File: config.mk
export PLATFORM = sky130hd
export DESIGN_NAME = seq_bw_multiplier_flat
export DESIGN_NICKNAME = d
export VERILOG_FILES = /design/src/rtl/seq_bw_multiplier_pkg.sv /design/src/rtl/seq_bw_multiplier_if.sv /design/src/rtl/seq_bw_multiplier_bw_pp_row.sv /design/src/rtl/seq_bw_multiplier.sv /design/src/flat_wrapper.sv
export SDC_FILE = /design/constraint.sdc
export NUM_CORES = 1
export LEC_CHECK = 0
export CORE_ASPECT_RATIO = 1.5
export CORE_UTILIZATION = 49
export CTS_CLUSTER_SIZE = 10
export DETAILED_ROUTE_END_ITERATION = 7
export PLACE_DENSITY = 0.74
export SLEW_MARGIN = 15
export SYNTH_ARGS = -nofsm -noshare
export SYNTH_HDL_FRONTEND = slang
export SYNTH_HIERARCHICAL = 1
export SYNTH_SLANG_ARGS = --single-unit
File: constraint.sdc
create_clock -name clk -period 4.6 [get_ports clk]
set_clock_uncertainty 0.15 [all_clocks]
set_input_delay 0.46 -clock clk [delete_from_list [all_inputs] [get_ports clk]]
set_output_delay 0.46 -clock clk [all_outputs]
set_load 0.05 [all_outputs]
File: src/rtl/seq_bw_multiplier_pkg.sv
// Shared definitions for the iterative Baugh-Wooley multiplier:
// FSM state encoding and the signed-mode accumulator seed constant.
package seq_mul_pkg;

  typedef enum logic [1:0] {
    IDLE = 2'd0,
    RUN  = 2'd1,
    DONE = 2'd2
  } state_t;

  // Correction constant for modified Baugh-Wooley: 2^(aw-1) + 2^(bw-1) + 2^(aw+bw-1).
  // The caller truncates to aw+bw bits, which gives the reduction modulo 2^(aw+bw).
  function automatic logic [63:0] calc_k(input int aw, input int bw);
    return (64'd1 << (aw - 1)) + (64'd1 << (bw - 1)) + (64'd1 << (aw + bw - 1));
  endfunction

endpackage

File: src/rtl/seq_bw_multiplier_if.sv
// Start/busy/done handshake plus operand and product bus for seq_bw_multiplier.
interface seq_bw_multiplier_if #(
  parameter int AW = 5,
  parameter int BW = 4
);
  logic              start;
  logic              signed_mode;
  logic [AW-1:0]     a;
  logic [BW-1:0]     b;
  logic              busy;
  logic              done;
  logic [AW+BW-1:0]  p;

  modport master (output start, signed_mode, a, b, input busy, done, p);
  modport slave  (input start, signed_mode, a, b, output busy, done, p);
endinterface

File: src/rtl/seq_bw_multiplier_bw_pp_row.sv
// One partial-product row. In signed mode the MSB of ordinary rows and the
// low bits of the last row are inverted (modified Baugh-Wooley).
module bw_pp_row #(
  parameter int AW = 5
) (
  input  logic [AW-1:0] i_a,
  input  logic          i_b_bit,
  input  logic          i_signed_mode,
  input  logic          i_is_last,
  output logic [AW-1:0] o_row
);

  logic [AW-1:0] w_and;

  assign w_and = i_a & {AW{i_b_bit}};

  // Select the row form for the current mode and row position.
  always_comb begin
    o_row = w_and;
    if (i_signed_mode) begin
      if (i_is_last) begin
        o_row = {w_and[AW-1], ~w_and[AW-2:0]};
      end else begin
        o_row = {~w_and[AW-1], w_and[AW-2:0]};
      end
    end
  end

endmodule

File: src/rtl/seq_bw_multiplier.sv
// Iterative AW x BW multiplier, one partial-product row per clock,
// unsigned or signed (modified Baugh-Wooley) selected per operation.
//
// state | meaning
// IDLE  | waiting for start
// RUN   | adding row r_cnt into the accumulator, BW cycles
// DONE  | done pulse, p valid; start here chains the next operation
module seq_bw_multiplier
  import seq_mul_pkg::*;
#(
  parameter int AW = 5,
  parameter int BW = 4
) (
  input logic          clk,
  input logic          rst,
  seq_bw_multiplier_if.slave bus
);

  localparam int PW = AW + BW;
  localparam int CW = $clog2(BW);
  localparam logic [PW-1:0] K = PW'(calc_k(AW, BW));

  state_t          r_state;
  logic [AW-1:0]   r_a;
  logic [BW-1:0]   r_b;
  logic            r_smode;
  logic [CW-1:0]   r_cnt;
  logic [PW-1:0]   r_acc;
  logic [PW-1:0]   r_p;
  logic            r_busy;
  logic            r_done;

  logic            w_is_last;
  logic [AW-1:0]   w_row;
  logic [PW-1:0]   w_sum;
  logic            w_accept;

  assign w_is_last = (r_cnt == CW'(BW - 1));
  assign w_accept  = bus.start && (r_state == IDLE || r_state == DONE);

  bw_pp_row #(.AW(AW)) u_row (
    .i_a           (r_a),
    .i_b_bit       (r_b[r_cnt]),
    .i_signed_mode (r_smode),
    .i_is_last     (w_is_last),
    .o_row         (w_row)
  );

  assign w_sum = r_acc + (PW'(w_row) << r_cnt);

  // Control FSM with operand capture, accumulation and registered handshake outputs.
  always_ff @(posedge clk) begin
    if (rst) begin
      r_state <= IDLE;
      r_a     <= '0;
      r_b     <= '0;
      r_smode <= 1'b0;
      r_cnt   <= '0;
      r_acc   <= '0;
      r_p     <= '0;
      r_busy  <= 1'b0;
      r_done  <= 1'b0;
    end else begin
      r_done <= 1'b0;
      case (r_state)
        IDLE, DONE: begin
          if (w_accept) begin
            r_a     <= bus.a;
            r_b     <= bus.b;
            r_smode <= bus.signed_mode;
            r_cnt   <= '0;
            r_acc   <= bus.signed_mode ? K : '0;
            r_busy  <= 1'b1;
            r_state <= RUN;
          end else begin
            r_state <= IDLE;
          end
        end
        RUN: begin
          r_acc <= w_sum;
          r_cnt <= r_cnt + CW'(1);
          if (w_is_last) begin
            r_p     <= w_sum;
            r_busy  <= 1'b0;
            r_done  <= 1'b1;
            r_state <= DONE;
          end
        end
        default: begin
          r_busy  <= 1'b0;
          r_state <= IDLE;
        end
      endcase
    end
  end

  assign bus.busy = r_busy;
  assign bus.done = r_done;
  assign bus.p    = r_p;

endmodule
File: src/flat_wrapper.sv
// flat-port wrapper written by rule: the top's interface ports become plain ports
module seq_bw_multiplier_flat import seq_mul_pkg::*;
#(
  parameter int AW = 5,
  parameter int BW = 4
)
  (clk, rst, bus_start, bus_signed_mode, bus_a, bus_b, bus_busy, bus_done, bus_p);
  seq_bw_multiplier_if #(.AW(AW), .BW(BW)) bus_i ();
  input logic clk;
  input logic rst;
  input wire logic [$bits(bus_i.start)-1:0] bus_start;
  input wire logic [$bits(bus_i.signed_mode)-1:0] bus_signed_mode;
  input wire logic [$bits(bus_i.a)-1:0] bus_a;
  input wire logic [$bits(bus_i.b)-1:0] bus_b;
  output wire logic [$bits(bus_i.busy)-1:0] bus_busy;
  output wire logic [$bits(bus_i.done)-1:0] bus_done;
  output wire logic [$bits(bus_i.p)-1:0] bus_p;
  assign bus_i.start = bus_start;
  assign bus_i.signed_mode = bus_signed_mode;
  assign bus_i.a = bus_a;
  assign bus_i.b = bus_b;
  assign bus_busy = bus_i.busy;
  assign bus_done = bus_i.done;
  assign bus_p = bus_i.p;
  seq_bw_multiplier #(.AW(AW), .BW(BW)) u_core (.clk(clk), .rst(rst), .bus(bus_i));
endmodule
* Word level (Yosys, flattened, before mapping)
Cells that the tools add are included.
Operators by class: reductions and logical operators 10, bitwise gates (word level) 4, mux-type cells 16, add/sub/neg operators 2, shift operators 1, eq/ne operators 5, order comparisons 1
Operator list (count):
- 9-bit 2-to-1 mux | 2
- 9-bit case mux with 2 select lines | 1
- 5-bit 2-to-1 mux | 2
- 9-bit adder | 1
- 5-bit by 2-bit left shift with 9-bit output | 1
- 2-bit case mux with 2 select lines | 2
- 2-bit AND reduction | 4
- 5-bit bitwise AND | 1
- 1-bit 2-to-1 mux | 5
- 2-bit == test (second input constant) | 2
- 2-bit 2-to-1 mux | 2
- 4-bit NOT | 1
- 2-bit OR reduction | 2
- 2-bit by 3-bit less-than comparator with 1-bit output (second input constant) | 1
- 2-bit by 1-bit adder with 2-bit output (second input constant) | 1
- 1-bit binary-select mux with 2-bit select | 1
- 2-bit by 1-bit == test with 1-bit output (second input constant) | 1
- 2-bit logical NOT | 1
- 2-bit by 1-bit != test with 1-bit output (second input constant) | 1
- 2-bit != test (second input constant) | 1
- 1-bit NOT | 2
- 1-bit case mux with 2 select lines | 1
- 2-bit nonzero test | 1
- 1-bit logical AND | 1
- 1-bit logical OR | 1
Storage, ports and cells: flip-flop bits (word level) 34, logic and storage cells 48, input bits 13

* Longest topological paths before layout
Gate-level depths: netlist of the first run.
depth in word-level cells 9, mapped depth 12, mapped depth without buffers 11

* Cells and area by module
The synthesis of the first run kept the hierarchy.
Modules (own cells, without submodules):
- seq_bw_multiplier | seq. area each 680.7 um^2, area an instance 1762.9 um^2, cells an instance 215, instances 1
- bw_pp_row | seq. area each 0.0 um^2, area an instance 75.1 um^2, cells an instance 12, instances 1

* Least setup slack after synthesis of the first run
OpenSTA, ideal clock, no wires.
path kind reg2reg, from register u_core.r_cnt[0], to register u_core.r_acc[8], library setup time 0.074 ns, setup slack 1.341 ns, arrival time 3.035 ns, cell stages (with the launch flop) 12, path through dfxtp_1 clkbuf_1 mux4_2 nand2_1 xor2_1 nor3b_1 ha_1 fa_1 a211oi_1 o211ai_1 a311o_1 a31oi_1
On the way: cells in the longest elaborated chain, start to end 9
RTL lines:
- start, declared | line seq_bw_multiplier.sv:27 | logic [CW-1:0] r_cnt;
- start signal, assigned | line seq_bw_multiplier.sv:81 | r_cnt <= r_cnt + CW'(1);
- 1-bit binary-select mux with 2-bit select | line seq_bw_multiplier.sv:43 | .i_b_bit (r_b[r_cnt]),
- 1-bit 2-to-1 mux (not written as such) | line seq_bw_multiplier.sv:43
- 5-bit bitwise AND | line seq_bw_multiplier_bw_pp_row.sv:15 | assign w_and = i_a & {AW{i_b_bit}};
- 4-bit NOT | line seq_bw_multiplier_bw_pp_row.sv:22 | o_row = {w_and[AW-1], ~w_and[AW-2:0]};
- 5-bit 2-to-1 mux | line seq_bw_multiplier_bw_pp_row.sv:21 | if (i_is_last) begin
- 5-bit 2-to-1 mux * | line seq_bw_multiplier_bw_pp_row.sv:20 | if (i_signed_mode) begin
- named net u_core.w_row[0] | line seq_bw_multiplier.sv:34 | logic [AW-1:0] w_row;
- 5-bit by 2-bit left shift with 9-bit output * | line seq_bw_multiplier.sv:49 | assign w_sum = r_acc + (PW'(w_row) << r_cnt);
- 9-bit adder * | line seq_bw_multiplier.sv:49
- 9-bit case mux with 2 select lines * | line seq_bw_multiplier.sv:65 | case (r_state)
- end signal, assigned | line seq_bw_multiplier.sv:72 | r_acc <= bus.signed_mode ? K : '0;
- end signal, assigned | line seq_bw_multiplier.sv:80 | r_acc <= w_sum;
- end, declared | line seq_bw_multiplier.sv:28 | logic [PW-1:0] r_acc;
Mark *: on every way through the listed nets, which the timed path passes. The rest lies on a longest branch. The select of a mux whose other input is x is not followed. A chain may end at the register's enable or synchronous reset.

* Worst setup path in the final report of the first run
Same ends and word-level chain as after synthesis.

==> reports/metrics.cfg, run 1 <==
[yosys]
synth_edf_count = 0
synth_warnings = 6
synth_ff_type = dfxtp_1
syn_inst = 227
synth_common_cells = nand2_1 (41), dfxtp_1 (34), nor2_1 (23)
syn_area_per_cell_um2 = 8.10
async_flop_share = 0
ys_types = 47
synthTopCellsByArea = dfxtp_1 (37%), nand2_1 (8.4%), ha_1 (6.1%), a21oi_1 (5.4%), nor2_1 (4.7%)
synth_seq_cells = 34
ys_seq_area_frac = 0.370
yosysMostFrequentCell = nand2_1
synth_nets = 250
syn-cell-area_um2 = 1840
netlist.area_leader.share = 0.370
yosys.area.top_type = dfxtp_1

[global_route]
grt_pass1_wl_mm = 6.95
grt_pass1_vias = 1565
antenna_found_initial = 0
track_usage = 0.230
grt_max_degree = 36
grt-ovfl-total = 0

[placement]
io_buffers = 23
routabilityCongestion = 0.857
hpwlAfterDp_mm = 3.00

[worst_setup_path]
path_buf_inv = 0
cp.required_ps = 4660
cp-start-kind = flop
arrival_ps = 3690
crit_chain = mux4_2 > nand2_1 > xor2_1 > nor3b_1 > ha_1 > fa_1 > a211oi_1 > o211ai_1 > a311o_1 > a31oi_1
critPathKind = reg -> reg
path_max_fanout = 15
crit_path_end_kind = flop
cpMaxStageDelayCell = dfxtp_1
worst_path_largest_cell_delay_ps = 670
cp_top_family = compound AO/OA/AOI/OAI gates

[timing]
max_freq_mhz = 275
setup_tns_ps = 0
min_period_ps = 3630
worst_pin_slew_ps = 955
slew_headroom = 0.362
period_share = 0.789
setup_viol = 0
rsz0062_at_grt = no
finalHoldViolations = 0
drv_slew = 0

[flow_run]
drv_cap = 0

[clock_network]
cts_tree = done
cts.hold.buffers_added = 0
cts_buffer_depth = 2
cts_resized = 0
clk_latency_ps = 280
root_buffer = clkbuf_8
cts_setup_buffers = 0
clkTransAtPathRegs_ps = 70
numClockSinks = 34
cts_made_buffers = 5
htreeDepth = 2

[finish]
nets = 268
area_delta_synth_final_pct = 18.2
fillers = 302
layout-drive-gt1-share = 0.0691
multi_input_area_um2 = 1100
antenna_cells = 0
seq_area_um2 = 681
final_util = 0.624

[routing]
ant_nets = 0
drtPass1Iterations = 4
avgViaCountPerCell = 5.70
vias = 1643
wirelength_mm = 4.04
avgRoutedWirePerCell_um = 14.0
drc = 0
drt_iter0_drc = 38

[floorplanning]
die_area_um2 = 4000
start_util = 0.528
die_w_um = 52.0
io_pins = 24
die_h_um = 77.0
row_count = 26
core_um2 = 3480

[pwr]
vdd_drop_max_v = 0.000219
powerDensity_nw_per_um2 = 287
p_leak_nw = 0.822

[outcome]
status = completed

[hold_path]
hp-class = reg -> reg

-- worst reg2reg max path: stages (launching register included) --
cell	delay [ps]
dfxtp_1	670
mux4_2	630
nand2_1	110
xor2_1	90
nor3b_1	150
ha_1	240
fa_1	430
a211oi_1	360
o211ai_1	230
a311o_1	350
a31oi_1	150
-- layout make-up --
class	instances	area share
multi-input combinational	177	0.504
sequential	34	0.313
timing repair buffer	24	0.109
clock buffer	6	0.0380
tap	42	0.0242
clock inverter	2	0.00576
inverter	3	0.00518
-- final timing paths --
| check | cells after the start | slack (ps) | from | end |
|---|---|---|---|---|
| max | 10 | 970 | u_core/r_cnt[0] | u_core/r_acc[8] |
| min | 2 | 300 | u_core/bus.p[3] | u_core/bus.p[3] |
| max reg2reg | 10 | 970 | u_core/r_cnt[0] | u_core/r_acc[8] |
| min reg2reg | 2 | 300 | u_core/bus.p[3] | u_core/bus.p[3] |
-- layer usage --
metal | routed length [µm] | share of wire | GRT usage
met1 | 1710 | 0.42 | 0.256
met2 | 2150 | 0.53 | 0.406
met3 | 96 | 0.024 | 0.0357
met4 | 89 | 0.022 | 0.108
met5 | 0 | 0 | 0
-- registers in the layout, summed over array words and instances, names as in the netlist --
name	flops
u_core/bus.p	9
u_core/r_b	4
u_core/r_acc	9
u_core/r_a	5
u_core/r_smode	1
u_core/r_cnt	2
u_core/bus.done	1
u_core/bus.busy	1
u_core/r_state	2
-- where the power goes --
group	internal [mW]	switching, mW	total [mW]	leakage, nW
registers	0.305	0.00987	0.315	0.277
logic	0.0344	0.0468	0.0813	0.498
clock network	0.120	0.109	0.229	0.0472
-- stage by stage --
stage               total power [mW]  instances  instance area, µm²  setup slack (ps)  hold slack, ps
floorplan                      0.376        227                1840              1340             283
global placement               0.401        280                2080              1100             294
detailed placement             0.402        280                2080               985             296
CTS                            0.633        288                2170               978             307
global route                   0.655        288                2170               720             325
finish                         0.625        288                2170               969             302
-- logic make-up after synthesis --
family | Yosys count | synth area share
simple gates | 100 | 0.254
compound gates | 54 | 0.196
flops | 34 | 0.370
buf+inv | 16 | 0.0334
fa+ha+maj | 10 | 0.0722
mux | 7 | 0.0456
xor+xnor | 6 | 0.0286
-- cells in the final DEF, fill, tap and decap left out, types with 4 or more instances in the layout --
cell type,n
ha_1,9
nand3_1,9
a21oi_1,20
a22oi_1,4
nand4_1,6
clkdlybuf4s50_1,23
dfxtp_1,34
nor2_1,23
mux2i_1,5
nand2_1,41
o21ai_0,5
clkbuf_8,6
xor2_1,5
(Power assumes the default switching activity.)
==> inputs of run 2 (changes only) <==
PLACE_DENSITY = 0.77   (was 0.74)
clock period = 3.1 ns   (was 4.6 ns; I/O delays follow)
==> run 2 against run 1 <==
  * The run now ends with setup timing left
  * Hold slack better by 5.8 ps
  * Register-to-register slack worse by 1000 ps
  * Utilization is 11 points higher
  * Global-route usage is 0.55 points higher
  * Setup slack worse by 1000 ps
  * Via count is 11% higher
  * Cell count is 9.0% higher
  * Sequential share of layout area is 4.5 points lower
  * Sequential power is 47% higher
  * Power is 57% higher
  * Critical path type unchanged
  * Largest cell class unchanged
  * Largest power group unchanged
==> reports/metrics.cfg, run 2 (same netlist as run 1, synthesis figures left out) <==
[clock_network]
cts_tree = done
cts_made_buffers = 5
numClockSinks = 34
cts.hold.buffers_added = 0
cts_buffer_depth = 2
clk_latency_ps = 290
clkTransAtPathRegs_ps = 70
root_buffer = clkbuf_8
htreeDepth = 2

[floorplanning]
io_pins = 24
die_h_um = 77.0
die_w_um = 52.0
row_count = 26
core_um2 = 3480
start_util = 0.528
die_area_um2 = 4000

[routing]
avgViaCountPerCell = 5.79
drc = 0
drt_iter0_drc = 63
drtPass1Iterations = 4
wirelength_mm = 4.75
ant_nets = 0
avgRoutedWirePerCell_um = 15.1
vias = 1817

[worst_setup_path]
cp_top_family = multiplexers
cp-start-kind = flop
worst_path_largest_cell_delay_ps = 590
path_max_fanout = 5
rr_worst_depth = 12
cpMaxStageDelayCell = mux4_2
path_depth = 12
reg2reg_slack_ps = -30
cp.required_ps = 3110
r2r_end = u_core/r_acc[6]
r2r-start = u_core/r_cnt[0]
crit_chain = mux4_2 > nand2_1 > xor2_1 > mux2_4 > nor2_4 > a21oi_2 > ha_1 > o21ai_4 > or2_1 > a311oi_1 > buf_4 > o31ai_4
path_buf_inv = 1
crit_path_end_kind = flop
critPathKind = reg -> reg
arrival_ps = 3140

[finish]
layout_commonest_cell = nand2_1
nets = 294
layout-drive-gt1-share = 0.268
area_delta_synth_final_pct = 38.3
finalNonFillerCells = 314
layout_common_cells = nand2_1 (36), dfxtp_1 (33), buf_4 (24), clkdlybuf4s50_1 (23), nor2_1 (21)
final_util = 0.730
antenna_cells = 0
fillers = 265

[hold_path]
whs_endpoint = u_core/bus.p[2]
hp-class = reg -> reg
holdCritStartpoint = u_core/bus.p[2]
holdPathStages = 2

[placement]
hpwlAfterDp_mm = 3.29
place_inst = 300
routabilityCongestion = 0.849
io_buffers = 23

[timing]
min_period_ps = 3130
setup_viol = 2
finalHoldViolations = 0
fin_ws_ps = -26.7
setup_tns_ps = -50.6
whs_ps = 308
max_freq_mhz = 320
worst_pin_slew_ps = 685
rsz0062_at_grt = yes
slew_headroom = 0.542
period_share = 1.01
drv_slew = 0

[pwr]
p_total_uw = 979
p_leak_nw = 0.989
powerDensity_nw_per_um2 = 385
vdd_drop_max_v = 0.000354

[global_route]
antenna_found_initial = 0
grt_pass1_vias = 1617
track_usage = 0.236
grt-ovfl-total = 0
grt_pass1_wl_mm = 7.07
grt_max_degree = 21

[outcome]
status = complete, but fails checks
violations = setup timing

[flow_run]
drv_cap = 0

==> run 2: metrics by stage <==
step / area, µm² / setup slack [ps]
final: 2540 / -26.7
after global routing: 2540 / -137
after CTS: 2340 / 7.42
after detailed placement: 2230 / -87.8
after global placement: 2230 / -53.9
after floorplan: 1840 / 10.2
==> run 2: worst max path at each step <==
| stage | start | to | slack [ps] |
|---|---|---|---|
| after global placement | u_core/r_cnt[0] | u_core/r_acc[8] | -50 |
| final | u_core/r_cnt[0] | u_core/r_acc[6] | -30 |
| after floorplan | u_core/r_cnt[0] | u_core/r_acc[8] | 10 |
| after CTS | u_core/r_cnt[0] | u_core/bus.p[6] | 7 |
| after detailed placement | u_core/r_cnt[0] | u_core/r_acc[8] | -90 |
| after global routing | u_core/r_cnt[0] | u_core/r_acc[8] | -140 |
==> run 2: power by group <==
group | internal [mW] | total (mW) | leakage (nW) | switching [mW]
logic | 0.0816 | 0.172 | 0.664 | 0.0908
registers | 0.453 | 0.464 | 0.277 | 0.0115
clock network | 0.179 | 0.342 | 0.0482 | 0.163
==> run 2: cell type report <==
cell class,instances,area [µm²],area share
Multi-Input combinational cell,177,1260,0.495
Inverter,3,11.3,0.00443
Timing Repair Buffer,50,448,0.176
Tap cell,42,52.6,0.0207
Clock inverter,1,5.00,0.00197
Sequential cell,34,682,0.268
Clock buffer,7,86.3,0.0340
==> run 2: worst reg2reg max path, cell delays in order (launching register included) <==
cell and delay, ps:
dfxtp_2 360, mux4_2 600, nand2_1 120, xor2_1 90, mux2_4 290, nor2_4 120
a21oi_2 40, ha_1 360, o21ai_4 90, or2_1 270, a311oi_1 270, buf_4 180
o31ai_4 60
==> run 2: repair_timing <==
item | CTS | global route
gates cloned | 0 | 0
gates resized for setup | 7 | 37
endpoints found under the setup margin | 5 | 8
buffers inserted | 0 | 6
pin swaps | 2 | 16
endpoints found under the hold margin | 0 | 0
==> run 2: per-layer routing <==
layer	share of wire	vias up	global-route usage
li1	-	895	-
met1	0.38	867	0.257
met2	0.55	44	0.406
met3	0.043	11	0.0476
met4	0.025	0	0.127
met5	0	-	0
